--- config.mk ---
export PLATFORM = sky130hd
export DESIGN_NAME = uart_tx_buffered
export DESIGN_NICKNAME = d
export VERILOG_FILES = /design/src/rtl/uart_pkg.sv /design/src/rtl/uart_tx_fifo.sv /design/src/rtl/uart_tx_buffered.sv
export SDC_FILE = /design/constraint.sdc
export NUM_CORES = 1
export LEC_CHECK = 0
export ABC_CLOCK_PERIOD_IN_PS = 3800
export CAP_MARGIN = 40
export CORE_ASPECT_RATIO = 1.25
export CORE_MARGIN = 5
export CORE_UTILIZATION = 31
export DETAILED_ROUTE_END_ITERATION = 8
export PLACE_DENSITY = 0.58
export SYNTH_ARGS = -nofsm -noshare
export SYNTH_HDL_FRONTEND = slang
export SYNTH_SLANG_ARGS = --single-unit
--- constraint.sdc ---
create_clock -name clk -period 3.8 [get_ports clk]
set_input_delay 0.57 -clock clk [delete_from_list [all_inputs] [get_ports clk]]
set_output_delay 0.57 -clock clk [all_outputs]
set_load 0.05 [all_outputs]
--- src/rtl/uart_pkg.sv ---
// Shared definitions for the buffered UART transmitter: FSM states and parity modes.
package uart_pkg;

  typedef enum logic [2:0] {
    IDLE,
    START,
    DATA,
    PARITY,
    STOP
  } tx_state_t;

  localparam int PARITY_NONE = 0;
  localparam int PARITY_EVEN = 1;
  localparam int PARITY_ODD  = 2;

endpackage

--- src/rtl/uart_tx_fifo.sv ---
// Single-clock transmit FIFO with registered occupancy count; read data is
// presented combinationally from the head entry.
module uart_tx_fifo #(
  parameter int WIDTH = 8,
  parameter int DEPTH = 16,
  localparam int AW   = $clog2(DEPTH),
  localparam int CW   = AW + 1
) (
  input  logic             clk,
  input  logic             reset,
  input  logic             push,
  input  logic [WIDTH-1:0] push_data,
  input  logic             pop,
  output logic [WIDTH-1:0] pop_data,
  output logic             full,
  output logic             empty,
  output logic [CW-1:0]    count
);

  logic [WIDTH-1:0] mem [DEPTH];
  logic [AW-1:0]    wr_ptr;
  logic [AW-1:0]    rd_ptr;
  logic             do_push;
  logic             do_pop;

  assign full     = (count == CW'(DEPTH));
  assign empty    = (count == '0);
  assign do_push  = push && !full;
  assign do_pop   = pop && !empty;
  assign pop_data = mem[rd_ptr];

  always_ff @(posedge clk) begin
    if (do_push) mem[wr_ptr] <= push_data;
  end

  // Pointers are exactly AW bits wide, so increment wraps modulo DEPTH.
  always_ff @(posedge clk or posedge reset) begin
    if (reset) begin
      wr_ptr <= '0;
      rd_ptr <= '0;
      count  <= '0;
    end else begin
      if (do_push) wr_ptr <= wr_ptr + 1'b1;
      if (do_pop)  rd_ptr <= rd_ptr + 1'b1;
      case ({do_push, do_pop})
        2'b10:   count <= count + 1'b1;
        2'b01:   count <= count - 1'b1;
        default: count <= count;
      endcase
    end
  end

endmodule

--- src/rtl/uart_tx_buffered.sv ---
// Buffered UART transmitter: FIFO-fed frame serializer with per-frame latched
// baud divisor, optional parity and 1 or 2 stop bits.
module uart_tx_buffered
  import uart_pkg::*;
#(
  parameter int DATA_BITS   = 8,
  parameter int PARITY_MODE = 0,
  parameter int STOP_BITS   = 1,
  parameter int FIFO_DEPTH  = 16,
  parameter int DIV_WIDTH   = 16
) (
  input  logic                        clk,
  input  logic                        reset,
  input  logic [DIV_WIDTH-1:0]        baud_div,
  input  logic                        tx_enable,
  input  logic                        s_valid,
  input  logic [DATA_BITS-1:0]        s_data,
  output logic                        s_ready,
  output logic                        tx_out,
  output logic                        busy,
  output logic [$clog2(FIFO_DEPTH):0] fifo_count
);

  localparam logic [3:0] LAST_DATA = 4'(DATA_BITS - 1);
  localparam logic [3:0] LAST_STOP = 4'(STOP_BITS - 1);
  localparam logic       ODD_INV   = (PARITY_MODE == PARITY_ODD);
  localparam logic       HAS_PAR   = (PARITY_MODE != PARITY_NONE);

  tx_state_t            state, state_n;
  logic [DIV_WIDTH-1:0] baud_cnt, baud_cnt_n;
  logic [DIV_WIDTH-1:0] div_lat, div_lat_n;
  logic [3:0]           bit_cnt, bit_cnt_n;
  logic [DATA_BITS-1:0] shift, shift_n;
  logic                 par_bit, par_bit_n;
  logic                 tx_n, busy_n;
  logic                 load_frame;
  logic                 bit_done;
  logic                 can_start;

  logic                 fifo_pop;
  logic                 fifo_full;
  logic                 fifo_empty;
  logic [DATA_BITS-1:0] fifo_data;

  uart_tx_fifo #(
    .WIDTH (DATA_BITS),
    .DEPTH (FIFO_DEPTH)
  ) u_fifo (
    .clk       (clk),
    .reset     (reset),
    .push      (s_valid),
    .push_data (s_data),
    .pop       (fifo_pop),
    .pop_data  (fifo_data),
    .full      (fifo_full),
    .empty     (fifo_empty),
    .count     (fifo_count)
  );

  assign s_ready   = !fifo_full;
  assign bit_done  = (baud_cnt == div_lat);
  assign can_start = tx_enable && !fifo_empty;

  always_ff @(posedge clk or posedge reset) begin
    if (reset) begin
      state    <= IDLE;
      baud_cnt <= '0;
      div_lat  <= '0;
      bit_cnt  <= '0;
      shift    <= '0;
      par_bit  <= 1'b0;
      tx_out   <= 1'b1;
      busy     <= 1'b0;
    end else begin
      state    <= state_n;
      baud_cnt <= baud_cnt_n;
      div_lat  <= div_lat_n;
      bit_cnt  <= bit_cnt_n;
      shift    <= shift_n;
      par_bit  <= par_bit_n;
      tx_out   <= tx_n;
      busy     <= busy_n;
    end
  end

  always_comb begin
    state_n    = state;
    baud_cnt_n = baud_cnt;
    div_lat_n  = div_lat;
    bit_cnt_n  = bit_cnt;
    shift_n    = shift;
    par_bit_n  = par_bit;
    tx_n       = tx_out;
    busy_n     = busy;
    load_frame = 1'b0;
    fifo_pop   = 1'b0;

    if (state != IDLE) baud_cnt_n = bit_done ? '0 : baud_cnt + 1'b1;

    case (state)
      IDLE: if (can_start) load_frame = 1'b1;
      START: if (bit_done) begin
        state_n   = DATA;
        tx_n      = shift[0];
        shift_n   = shift >> 1;
        bit_cnt_n = '0;
      end
      DATA: if (bit_done) begin
        if (bit_cnt == LAST_DATA) begin
          bit_cnt_n = '0;
          if (HAS_PAR) begin
            state_n = PARITY;
            tx_n    = par_bit;
          end else begin
            state_n = STOP;
            tx_n    = 1'b1;
          end
        end else begin
          bit_cnt_n = bit_cnt + 1'b1;
          tx_n      = shift[0];
          shift_n   = shift >> 1;
        end
      end
      PARITY: if (bit_done) begin
        state_n   = STOP;
        tx_n      = 1'b1;
        bit_cnt_n = '0;
      end
      STOP: if (bit_done) begin
        if (bit_cnt == LAST_STOP) begin
          if (can_start) begin
            load_frame = 1'b1;
          end else begin
            state_n = IDLE;
            busy_n  = 1'b0;
          end
        end else begin
          bit_cnt_n = bit_cnt + 1'b1;
        end
      end
      default: state_n = IDLE;
    endcase

    // Frame start is shared by IDLE and the end of the last stop bit so that
    // queued words follow with no idle gap.
    if (load_frame) begin
      fifo_pop   = 1'b1;
      state_n    = START;
      tx_n       = 1'b0;
      busy_n     = 1'b1;
      div_lat_n  = baud_div;
      baud_cnt_n = '0;
      bit_cnt_n  = '0;
      shift_n    = fifo_data;
      par_bit_n  = (^fifo_data) ^ ODD_INV;
    end
  end

endmodule

Word-level counts from Yosys, hierarchy flattened
Memory sizes are Yosys's and may differ from the RTL's.
Cells that the tools add are included.
Cells by class
  $add $sub $neg: 6
  eq/ne operators: 21
  multiplexer cells: 43
  reductions and logical operators: 23
Operator list (number)
  two-way mux 16 bit: 3
  two-way mux 8 bit: 4
  != test 3 bit, second input constant: 9
  two-way mux 3 bit: 8
  two-way mux 4 bit: 6
  adder 16 x 1 -> 16 bit, second input constant: 1
  equality test 16 bit: 1
  two-way mux 1 bit: 16
  case mux 8 bit (2 select lines): 1
  case mux 3 bit (5 select lines): 1
  adder 4 x 1 -> 4 bit, second input constant: 3
  case mux 4 bit (3 select lines): 1
  AND reduction 4 bit: 3
  case mux 5 bit (2 select lines): 1
  nonzero test 2 bit: 5
  AND reduction 8 bit: 1
  nonzero test 4 bit: 2
  equality test 3 x 2 -> 1 bit, second input constant: 2
  nonzero test 3 bit: 2
  adder 5 x 1 -> 5 bit, second input constant: 1
  equality test 5 bit, second input constant: 1
  zero test 5 bit: 1
  AND reduction 5 bit: 1
  subtractor 5 x 1 -> 5 bit, second input constant: 1
  14 further kinds: 18
Word-level totals
  bits in registers: 62
  RAM bits: 128
  bits of input ports: 28
  output and inout port bits: 8
  word-level logic and storage cells: 104
  memories: 1
Memory list
  u_fifo.mem: words 16, bits a word 8, read ports 1, clocked after Yosys merged registers in 0, write ports 1, line uart_tx_fifo.sv:20  | logic [WIDTH-1:0] mem [DEPTH];

Longest topological paths before layout
  depth in word-level cells: 11
  gate-level depth with buffers: 18
  mapped depth without buffers: 16

Hierarchy
A second synthesis with hierarchy kept.
Unflattened totals
  cells, all modules: 602
  area total of the unflattened synthesis: 8539.4 um^2
Modules (own cells, without submodules)
  uart_tx_fifo: times used 1, cells an instance 333, area an instance 5836.8 um^2, seq. area each 4169.0 um^2
  uart_tx_buffered: times used 1, cells an instance 269, area an instance 2702.6 um^2, seq. area each 1227.4 um^2

Least setup slack after synthesis
Ideal clock, no wire load.
  path kind: register -> register
  start point: register u_fifo.count[1]
  end point: register u_fifo.count[4]
  library setup time: 0.150 ns
  arrival: 3.698 ns
  data required time: 3.650 ns
  setup slack: -0.048 ns
  stages on the path, launching flop included: 18
  buffers on the path: 3
  clock period less this slack: 3.848 ns
  path through: dfrtp_1 > buf_6 > or4_4 > o211ai_4 > nor2_2 > a21oi_4 > inv_2 > buf_4 > ha_1 > clkbuf_1 > xor2_1 > ha_1 > o21a_1 > o22a_1 > a21oi_1 > xor2_1 > nor2_1 > xor2_1
On the way
  longest elaborated chain between the ends: 11
  elaborated cells on any way between the ends: 18
  classes of those cells: add/sub: 2; eq/ne: 3; mux: 6; reduce/logical: 7
Ends and longest elaborated chain
  from (decl): line uart_tx_fifo.sv:17  | output logic [CW-1:0] count
  from (signal assigned): line uart_tx_fifo.sv:46  | 2'b10: count <= count + 1'b1;
  from (signal assigned): line uart_tx_fifo.sv:47  | 2'b01: count <= count - 1'b1;
  from (signal assigned): line uart_tx_fifo.sv:48  | default: count <= count;
  zero test 5 bit *: line uart_tx_fifo.sv:27  | assign empty = (count == '0);
  zero test 1 bit *: line uart_tx_fifo.sv:29, uart_tx_buffered.sv:62
  logical AND 1 bit: line uart_tx_buffered.sv:62  | assign can_start = tx_enable && !fifo_empty;
  two-way mux 1 bit: line uart_tx_buffered.sv:101, uart_tx_buffered.sv:131
  two-way mux 1 bit: line uart_tx_buffered.sv:130  | if (bit_cnt == LAST_STOP) begin
  two-way mux 1 bit: line uart_tx_buffered.sv:129  | STOP: if (bit_done) begin
  case mux 1 bit (2 select lines): line uart_tx_buffered.sv:100  | case (state)
  two-way mux 1 bit: line uart_tx_buffered.sv:146  | if (load_frame) begin
  logical AND 1 bit *: line uart_tx_fifo.sv:29  | assign do_pop = pop && !empty;
  named net u_fifo.do_pop: line uart_tx_fifo.sv:24  | logic do_pop;
  equality test 2 x 1 -> 1 bit or equality test 2 bit (tied branches): line uart_tx_fifo.sv:45  | case ({do_push, do_pop})
  case mux 5 bit (2 select lines) or nonzero test 2 bit (tied branches)
Mark *: on every way through the listed nets, which the timed path passes. The rest lies on a longest branch.
A chain may end at the register's enable or synchronous reset.

Worst setup path in the final report
  start point: register u_fifo.count[0]
  end point: register u_fifo.count[4]
On the way
  longest elaborated chain between the ends: 11
  elaborated cells on any way between the ends: 18
  classes of those cells: add/sub: 2; eq/ne: 3; mux: 6; reduce/logical: 7
Ends and longest elaborated chain (line)
  zero test 5 bit: uart_tx_fifo.sv:27
  zero test 1 bit: uart_tx_fifo.sv:29, uart_tx_buffered.sv:62
  logical AND 1 bit: uart_tx_buffered.sv:62
  two-way mux 1 bit: uart_tx_buffered.sv:101, uart_tx_buffered.sv:131
  two-way mux 1 bit: uart_tx_buffered.sv:130
  two-way mux 1 bit: uart_tx_buffered.sv:129
  case mux 1 bit (2 select lines): uart_tx_buffered.sv:100
  two-way mux 1 bit: uart_tx_buffered.sv:146
  logical AND 1 bit: uart_tx_fifo.sv:29
  equality test 2 x 1 -> 1 bit or equality test 2 bit (tied branches): uart_tx_fifo.sv:45
  case mux 5 bit (2 select lines) or nonzero test 2 bit (tied branches)
Parallel ways exist; a longest one is shown, timed or not.

==> summary.txt <==
Async SR Flop Fraction - 32.6%
Maximum frequency from static timing analysis - 307 MHz
Slew Limit Fails - 0
Count of final setup violators - 0
Routing usage on met3 - 2.57%
Antenna viol nets, final - 0
Critical path start-end classification - reg2reg
Arrival time reported for the critical path endpoint - 3570 ps
Overall die height - 192 um
First-pass GRT wire length - 26400 um
Nets - 646
DRC violations left - 0
Syn Std Cell Area - 0.00819 mm2
Wirelength, routed - 16400 um
Antenna fix cells - 0
Die width - 155 um
Worst setup slack before clock tree synthesis - 562 ps
Met1 Use GR - 13.5%
Relative max-transition margin - 45.3%
# fillers - 2466
Count of different cell masters after synthesis - 52
Inserted Clock Buffers - 17
Vias in the first global route - 4893
Area inside the core boundary - 0.0260 mm2
# IOs - 36
Max Cap Viol - 0
Post-synthesis cell type with the largest combined area - sky130_fd_sc_hd__edfxtp_1
Overall via count from detail_route - 4667
Critical path data required time - 4110 ps
Clock latency on the worst-skew pair - 430 ps
Critical path peak fanout - 7
Layout area overhead - 16.9%
Number of flip-flops and latches in the synthesized netlist - 190
Clock slew at the register clock pins of the worst setup and hold paths - 70 ps
Root buffer cell - sky130_fd_sc_hd__clkbuf_16
Initial Utilization - 31.5%
Fraction of post-synthesis cell area in the top cell type by area - 46.9%
Number of vias per cell after detailed routing - 4.87
Result of the run - completed
Worst supply voltage drop on vdd - 0.000299 V
WL/cell - 17.1 um
Most instantiated flip-flop cell in the synthesis netlist - sky130_fd_sc_hd__edfxtp_1
Post-Synthesis Mean Instance Area - 14.6 um2
EDFF count, synth - 128
Most used routing layer in global routing - met2
First drt pass iteration count - 4
Part of the cycle the worst path needs - 85.8%
TritonCTS sink count - 190
Gr usage total - 11.4%
Post-CTS setup repair buffer count - 0
Hold Fails Final Rpt - 0
Floorplan die area - 0.0298 mm2
Pwr per Cell Area - 517 mW/mm2
Synth Net Count - 601
Count of hold buffers inserted by post-cts repair - 0
Sequential-to-total area share from yosys stat - 65.9%
Global placement routability congestion - 0.802
Number of input and output port buffers inserted - 35
Cell area after layout - 0.00957 mm2
Initial antenna violation count - 0
Setup TNS - 0 ps
Pin count of the biggest net entering global routing - 34
Global routing met2 resource utilization - 20.7%
Clock tree from TritonCTS - built
Main area contributors after synthesis - sky130_fd_sc_hd__edfxtp_1, sky130_fd_sc_hd__dfrtp_1, sky130_fd_sc_hd__mux4_2
Number of H-tree levels - 4
Slack of the worst reg-to-reg path - 540 ps
Remaining global-route overflow - 0
LEAKAGE - 3.44 nW
Number of cells upsized or downsized after cts - 0
Minimum clock period - 3260 ps
First-iteration detailed-routing DRC count - 241
Area after detailed placement - 0.00894 mm2
Post-Place Cells - 927
Largest clock skew in the final design - 12.8 ps
Estimated wirelength of the detail-placed design - 11500 um
Number of cells in the finished layout apart from fillers - 959
Kind of start point of the critical path - register
Row Count - 66
RSZ-0062 raised after global routing - no
Tightest Pin Transition - 817 ps
Critical path endpoint category - register
Clk buf depth - 2
Post-synthesis instance total - 561
Path class of the lowest-slack min-delay path - reg2reg
Fraction of layout instances using a drive strength above 1 - 15.3%
Syn. warnings - 0
Worst-case setup margin in the final layout - 541 ps
report_power, final:
part / internal, mW / switching, mW
clock: 0.950 / 0.869
sequential: 2.40 / 0.125
combinational: 0.223 / 0.375
total: 3.58 / 1.37
per-layer routing:
metal  part of all wire (%)  up-vias  wire length [um]
li1                       -     2183                 -
met1                     41     2385              6720
met2                     54       81              8870
met3                    3.5       18               582
met4                    1.5        0               244
met5                      0        -                 0
layout make-up:
| type | instances | area (um2) | share of cell area [%] |
|---|---|---|---|
| clock buffers | 17 | 425 | 4.45 |
| inverters | 13 | 48.8 | 0.510 |
| repair buffers | 49 | 468 | 4.89 |
| flip-flops and latches | 190 | 5400 | 56.4 |
| well taps | 340 | 425 | 4.45 |
| multi-input cells | 335 | 2600 | 27.2 |
| clock inverters | 15 | 200 | 2.09 |
worst paths after layout:
check / endpoint / depth (start not counted) / start
worst max-delay path: u_fifo.count[4]$_DFFE_PP0P_ / 14 / u_fifo.count[0]$_DFFE_PP0P_
min in group asynchronous: busy$_DFFE_PP0P_ / 2 / reset
max in group asynchronous: tx_out$_DFFE_PP1P_ / 3 / reset
worst max register to register: u_fifo.count[4]$_DFFE_PP0P_ / 14 / u_fifo.count[0]$_DFFE_PP0P_
worst min-delay path: tx_out$_DFFE_PP1P_ / 2 / tx_out$_DFFE_PP1P_
worst min register to register: tx_out$_DFFE_PP1P_ / 2 / tx_out$_DFFE_PP1P_
cell usage in the layout (no fill, tap or decap), types with 2 or more instances in the layout:
| cell type | instances |
|---|---|
| sky130_fd_sc_hd__a221o_1 | 7 |
| sky130_fd_sc_hd__nor3_1 | 11 |
| sky130_fd_sc_hd__o21ai_0 | 17 |
| sky130_fd_sc_hd__buf_4 | 13 |
| sky130_fd_sc_hd__inv_2 | 2 |
| sky130_fd_sc_hd__clkinvlp_4 | 2 |
| sky130_fd_sc_hd__and4_1 | 2 |
| sky130_fd_sc_hd__clkdlybuf4s50_1 | 35 |
| sky130_fd_sc_hd__nor3b_1 | 2 |
| sky130_fd_sc_hd__nand2_1 | 81 |
| sky130_fd_sc_hd__a22oi_1 | 16 |
| sky130_fd_sc_hd__mux4_2 | 33 |
| sky130_fd_sc_hd__dfrtp_2 | 3 |
| sky130_fd_sc_hd__nor2_2 | 2 |
| sky130_fd_sc_hd__ha_1 | 12 |
| sky130_fd_sc_hd__dfrtp_1 | 58 |
| sky130_fd_sc_hd__and3_1 | 3 |
| sky130_fd_sc_hd__clkbuf_16 | 17 |
| sky130_fd_sc_hd__a21o_1 | 2 |
| sky130_fd_sc_hd__o22ai_1 | 4 |
| sky130_fd_sc_hd__nor2_1 | 34 |
| sky130_fd_sc_hd__clkinv_4 | 3 |
| sky130_fd_sc_hd__edfxtp_1 | 128 |
| sky130_fd_sc_hd__xnor2_1 | 24 |
| sky130_fd_sc_hd__a21oi_1 | 14 |
| sky130_fd_sc_hd__nor2b_1 | 6 |
| sky130_fd_sc_hd__nand4_1 | 11 |
| sky130_fd_sc_hd__o31ai_1 | 3 |
| sky130_fd_sc_hd__xor2_1 | 14 |
| sky130_fd_sc_hd__nand2b_1 | 11 |
| sky130_fd_sc_hd__and2_1 | 2 |
| sky130_fd_sc_hd__nand3_1 | 5 |
| sky130_fd_sc_hd__clkinv_8 | 6 |
| sky130_fd_sc_hd__inv_1 | 11 |
| sky130_fd_sc_hd__nor4_1 | 2 |
| sky130_fd_sc_hd__inv_8 | 2 |
per-stage QoR:
step	utilization, %	power [mW]	hold slack, ps
global route	36.8	5.14	505
global placement	34.4	3.14	476
finish	36.8	4.94	494
CTS	36.8	4.99	495
detailed placement	34.4	3.18	482
floorplan	-	2.93	457
cell families after synthesis:
logic type               share of synthesized area, %
flip-flops                                       65.9
multiplexers                                     9.34
AND/OR/NAND/NOR                                  9.96
AO/OA/AOI/OAI                                    6.57
adder cells (fa/ha/maj)                          1.83
buffers and inverters                            2.34
XOR/XNOR                                         4.06
cell usage after synthesis, drive strengths merged, types with 5 or more instances:
library cell  count
a21oi            15
a221o             7
a22oi            16
buf              13
clkbuf           10
dfrtp            61
edfxtp          128
ha               12
inv              13
mux4             33
nand2            81
nand2b           11
nand3             5
nand4            11
nor2             36
nor2b             6
nor3             11
o21ai            18
o22ai             5
xnor2            24
xor2             14
flip-flops by register name (all words and copies together) (netlist names):
register / cells
bit_cnt: 4
div_lat: 16
u_fifo.wr_ptr: 4
shift: 8
u_fifo.mem: 128
state: 3
busy: 1
baud_cnt: 16
u_fifo.count: 5
tx_out: 1
u_fifo.rd_ptr: 4
worst max-delay path: stages (launching register included):
cell and delay (ps):
sky130_fd_sc_hd__dfrtp_1 460, sky130_fd_sc_hd__or4_4 590, sky130_fd_sc_hd__o211ai_4 240, sky130_fd_sc_hd__nor2_2 130
sky130_fd_sc_hd__a21oi_4 160, sky130_fd_sc_hd__inv_2 50, sky130_fd_sc_hd__ha_1 210, sky130_fd_sc_hd__xor2_1 150
sky130_fd_sc_hd__ha_1 220, sky130_fd_sc_hd__o21a_1 190, sky130_fd_sc_hd__o22a_1 190, sky130_fd_sc_hd__a21oi_1 190
sky130_fd_sc_hd__xor2_1 160, sky130_fd_sc_hd__nor2_1 60, sky130_fd_sc_hd__xor2_1 140
Power figures use the tool's default switching activity.
==> RTL change 1 (config.mk and constraints unchanged) <==
`PARITY_MODE`: 0 -> 1.
--- a/src/rtl/uart_tx_buffered.sv
+++ b/src/rtl/uart_tx_buffered.sv
@@ -5,5 +5,5 @@
 #(
   parameter int DATA_BITS   = 8,
-  parameter int PARITY_MODE = 0,
+  parameter int PARITY_MODE = 1,
   parameter int STOP_BITS   = 1,
   parameter int FIFO_DEPTH  = 16,
Formal check against the unedited RTL: same outputs for any inputs over 10 cycles, from zero or initial values and one cycle with reset high; that may be too few to reach the edited logic, so the function may still have changed.
==> RTL change 1 against the unedited design <==
- routed wire length rose by 3.1%
- synthesized area up 1.3%
- global-route usage rose by 0.43 points
- sequential cell count is 1 higher
- utilization decreased by 0.46 points
- cell area is 0.89% higher
- worst setup slack improved by 0.029 ns
Power is not compared: it rests on default switching activity, and its combinational part moved more than twofold at a synthesized area within 25%.
==> RTL change 1: results (changes against the unedited design) <==
[status]
status = finished clean

[timing]
slew_headroom_pct = 43.96  ; -1.4 points
fin_skew_ns = 0.01092  ; -0.001881 ns
timing.hold.ws_ns = 0.4871  ; -0.007011 ns
fin_ws_ns = 0.5692  ; +0.02858 ns

[synthesis]
synth_fp_nets = 635  ; +5.7%
muxShareOfSynthArea_pct = 9.335  ; about the same
syn_avg_cell_area_um2 = 13.94  ; -4.5%
synth_top_cells_by_count = edfxtp_1 (128), nand2_1 (96), dfrtp_1 (62)
ys_top_cells_by_area = edfxtp_1 (46%), dfrtp_1 (19%), mux4_2 (8.7%)
synth_compound_area_share_pct = 5.188  ; -1.4 points
ys_seq_area_share_pct = 65.34  ; -0.55 points
synthAdderAreaFrac_pct = 1.810  ; -0.024 points
synth-xor-area-share_pct = 5.067  ; +1.0 points
async_flop_share_pct = 32.98  ; +0.35 points
ys_types = 51  ; -1.9%

[global_route]
grt_pass1_wl_um = 27480  ; +3.9%
use_met2_pct = 20.49  ; -0.24 points
grt_usage_pct = 11.87  ; +0.43 points
met3_usage_pct = 2.310  ; -0.26 points
grt_pass1_vias = 4847  ; -0.94%
use_met1_pct = 14.88  ; +1.4 points
busiest_layer = met2
grt_max_degree = 35  ; +2.9%

[worst_setup_path]
slowest_delay_ns = 0.47  ; -0.12 ns
crit_family = simple AND/OR/NAND/NOR gates
worstPathArrival_ns = 3.54  ; -0.03 ns
worstReg2RegStart = baud_cnt[3]
worstRegToRegCells = 15  ; +1

[layout]
flops_and_latches = 191  ; +0.53%
nClkBuffers = 18  ; +1
drive_gt1_share_pct = 14.22  ; -1.1 points
clk_share_pct = 6.156  ; -0.38 points
register_area_um2 = 5423  ; +0.42%
num-nonclk-buffers = 51  ; +4.1%
non_clock_inverter_count = 16  ; +3
multi_input_area_share_pct = 27.53  ; +0.34 points
multi_input_cells = 357  ; +6.6%
fill_cells = 2524  ; +2.4%
nNetsFinal = 674  ; +4.3%

[place]
placed_area_um2 = 9060  ; +1.3%
routabilityCongestion = 0.8151  ; +1.7%
place_hpwl_um = 11450  ; -0.67%
post-place-ws_ns = 0.5885  ; +0.02704 ns
dp_cells = 960  ; +3.6%

[clocking]
clock_path_buffers = 2  ; unchanged

[routing]
wl_met3_um = 538  ; -7.6%
dr_wl_met2_um = 8794  ; -0.82%
wl_met1_um = 7305  ; +8.7%
via_per_inst = 4.756  ; -2.3%
first_iter_violations = 351  ; +46%
routed_wl_um = 16930  ; +3.1%
routedWlPerCell_um = 17.07  ; -0.28%

[min_path]
min_from = par_bit
hold_path_end = par_bit

-- RTL change 1: changes by cell type after synthesis, moves of 5 or more --
cell,before,now
nand2_1,81,96
xor2_1,14,29
o21ai_0,17,9
a221o_1,7,0
nand2b_1,11,5
nor4_1,2,8
a31oi_1,0,5
nand4_1,11,6
nor2_1,34,39
xnor2_1,24,19
-- RTL change 1: worst max-delay path by stage --
stage / depth (start not counted) / to / from / slack, ns
5_1_grt: 15 / u_fifo.count[4] / baud_cnt[3] / 0.30
2_1_floorplan: 18 / u_fifo.count[4] / u_fifo.count[1] / 0.07
3_3_place_gp: 15 / u_fifo.count[4] / baud_cnt[3] / 0.57
4_1_cts: 15 / u_fifo.count[4] / baud_cnt[3] / 0.56
6_report: 15 / u_fifo.count[4] / baud_cnt[3] / 0.57
3_5_place_dp: 15 / u_fifo.count[4] / baud_cnt[3] / 0.59
-- RTL change 1: where the power goes --
group          switching, mW  internal (mW)
Sequential             0.299           2.60
Combinational           1.27           1.05
Clock                  0.840          0.945
==> RTL change 2 (same settings) <==
Without the edit above. Reset style: synchronous (`reset`), changed in 2 clocked blocks.
--- a/src/rtl/uart_tx_fifo.sv
+++ b/src/rtl/uart_tx_fifo.sv
@@ -35,5 +35,5 @@
 
   // Pointers are exactly AW bits wide, so increment wraps modulo DEPTH.
-  always_ff @(posedge clk or posedge reset) begin
+  always_ff @(posedge clk) begin
     if (reset) begin
       wr_ptr <= '0;
--- a/src/rtl/uart_tx_buffered.sv
+++ b/src/rtl/uart_tx_buffered.sv
@@ -62,5 +62,5 @@
   assign can_start = tx_enable && !fifo_empty;
 
-  always_ff @(posedge clk or posedge reset) begin
+  always_ff @(posedge clk) begin
     if (reset) begin
       state    <= IDLE;
Formal check against the unedited RTL: differs if reset is asserted again (counterexample within 4 cycles, from zero or initial values and one cycle with reset high); with reset held inactive, the same outputs for 10 cycles.
==> RTL change 2 against the unedited design <==
- synthesized area shrank 2.2%
- routed wire length shrank 4.1%
- cell area shrank 2.3%
- clock skew grew 0.012 ns
- highest routed layer unchanged
- worst setup slack lost 0.088 ns
- sequential cell count grew 4
- count of clock-buffer cells in the layout is the same
Power is not compared: it rests on default switching activity, and its combinational part moved more than twofold at a synthesized area within 25%.
==> RTL change 2: results (changes against the unedited design) <==
[status]
status = finished clean

[global_route]
grt_usage_pct = 11.04  ; -0.40 points

[synthesis]
synthCells = 569  ; +1.4%
muxShareOfSynthArea_pct = 11.47  ; +2.1 points
synth-xor-area-share_pct = 4.374  ; +0.31 points
ys_top_cells_by_area = edfxtp_1 (48%), dfxtp_1 (16%), mux4_2 (11%)
synth_fp_nets = 609  ; +1.3%
ys_seq_area_share_pct = 64.48  ; -1.4 points
synth_compound_area_share_pct = 5.842  ; -0.73 points
synthAdderAreaFrac_pct = 1.874  ; +0.041 points
synth_top_cells_by_count = edfxtp_1 (128), dfxtp_1 (66), nand2_1 (55)

[timing]
tightest_slew_ns = 0.8742  ; +0.05717 ns
fin_skew_ns = 0.02455  ; +0.01175 ns

[place]
post-place-ws_ns = 0.1846  ; -0.3769 ns
placed_area_um2 = 8762  ; -2.0%
place_hpwl_um = 11270  ; -2.2%

[layout]
final_cells = 953  ; -0.63%
nNetsFinal = 645  ; -0.15%
fill_cells = 2405  ; -2.5%
fin_util_pct = 36.85  ; +0.062 points
drive_gt1_share_pct = 15.53  ; +0.19 points

[worst_setup_path]
crit_fanout = 5  ; -2

[routing]
via_per_inst = 4.784  ; -1.7%
dr.pass1.iters = 5  ; +1
routedWlPerCell_um = 16.52  ; -3.5%
first_iter_violations = 251  ; +4.1%

[RTL change 2: final timing paths]
kind	start	endpoint	slack, ns	cells past startpoint
worst max-delay path	baud_cnt[7]	u_fifo.count[4]	0.45	14
worst min-delay path	div_lat[11]	div_lat[11]	0.47	2
worst max register to register	baud_cnt[7]	u_fifo.count[4]	0.45	14
worst min register to register	div_lat[11]	div_lat[11]	0.47	2
[RTL change 2: cell type report]
class                   instances  area share (%)
clock buffers                  17           4.550
flip-flops and latches        194           55.29
multi-input cells             335           28.49
repair buffers                 48           5.058
inverters                       9          0.3881
well taps                     335           4.483
clock inverters                15           1.740
[RTL change 2: critical path, stage by stage, from the launching register on]
cell and delay [ns]:
dfxtp_1 0.36, xor2_1 0.16, nor4_1 0.33, nand4_1 0.25, o32a_4 0.43, inv_4 0.06
ha_1 0.17, xor2_1 0.18, ha_1 0.22, a21boi_0 0.26, o22a_1 0.19, a21oi_1 0.07
xor2_1 0.15, or3_1 0.32, a21oi_1 0.14
[RTL change 2: layer usage]
layer / vias up / global-route usage [%] / share of wire [%]
met5: - / 0 / 0
li1: 2183 / - / -
met4: 0 / 4.383 / 1.6
met3: 12 / 2.526 / 3.2
met1: 2288 / 11.36 / 39
met2: 76 / 21.39 / 57
[RTL change 2: cells by family (layout without fill, tap and decap cells)]
group,Yosys count,after routing
buffers and inverters,40,89
flip-flops,194,194
adder cells (fa/ha/maj),12,12
XOR/XNOR,40,40
AO/OA/AOI/OAI,75,75
AND/OR/NAND/NOR,165,165
multiplexers,43,43
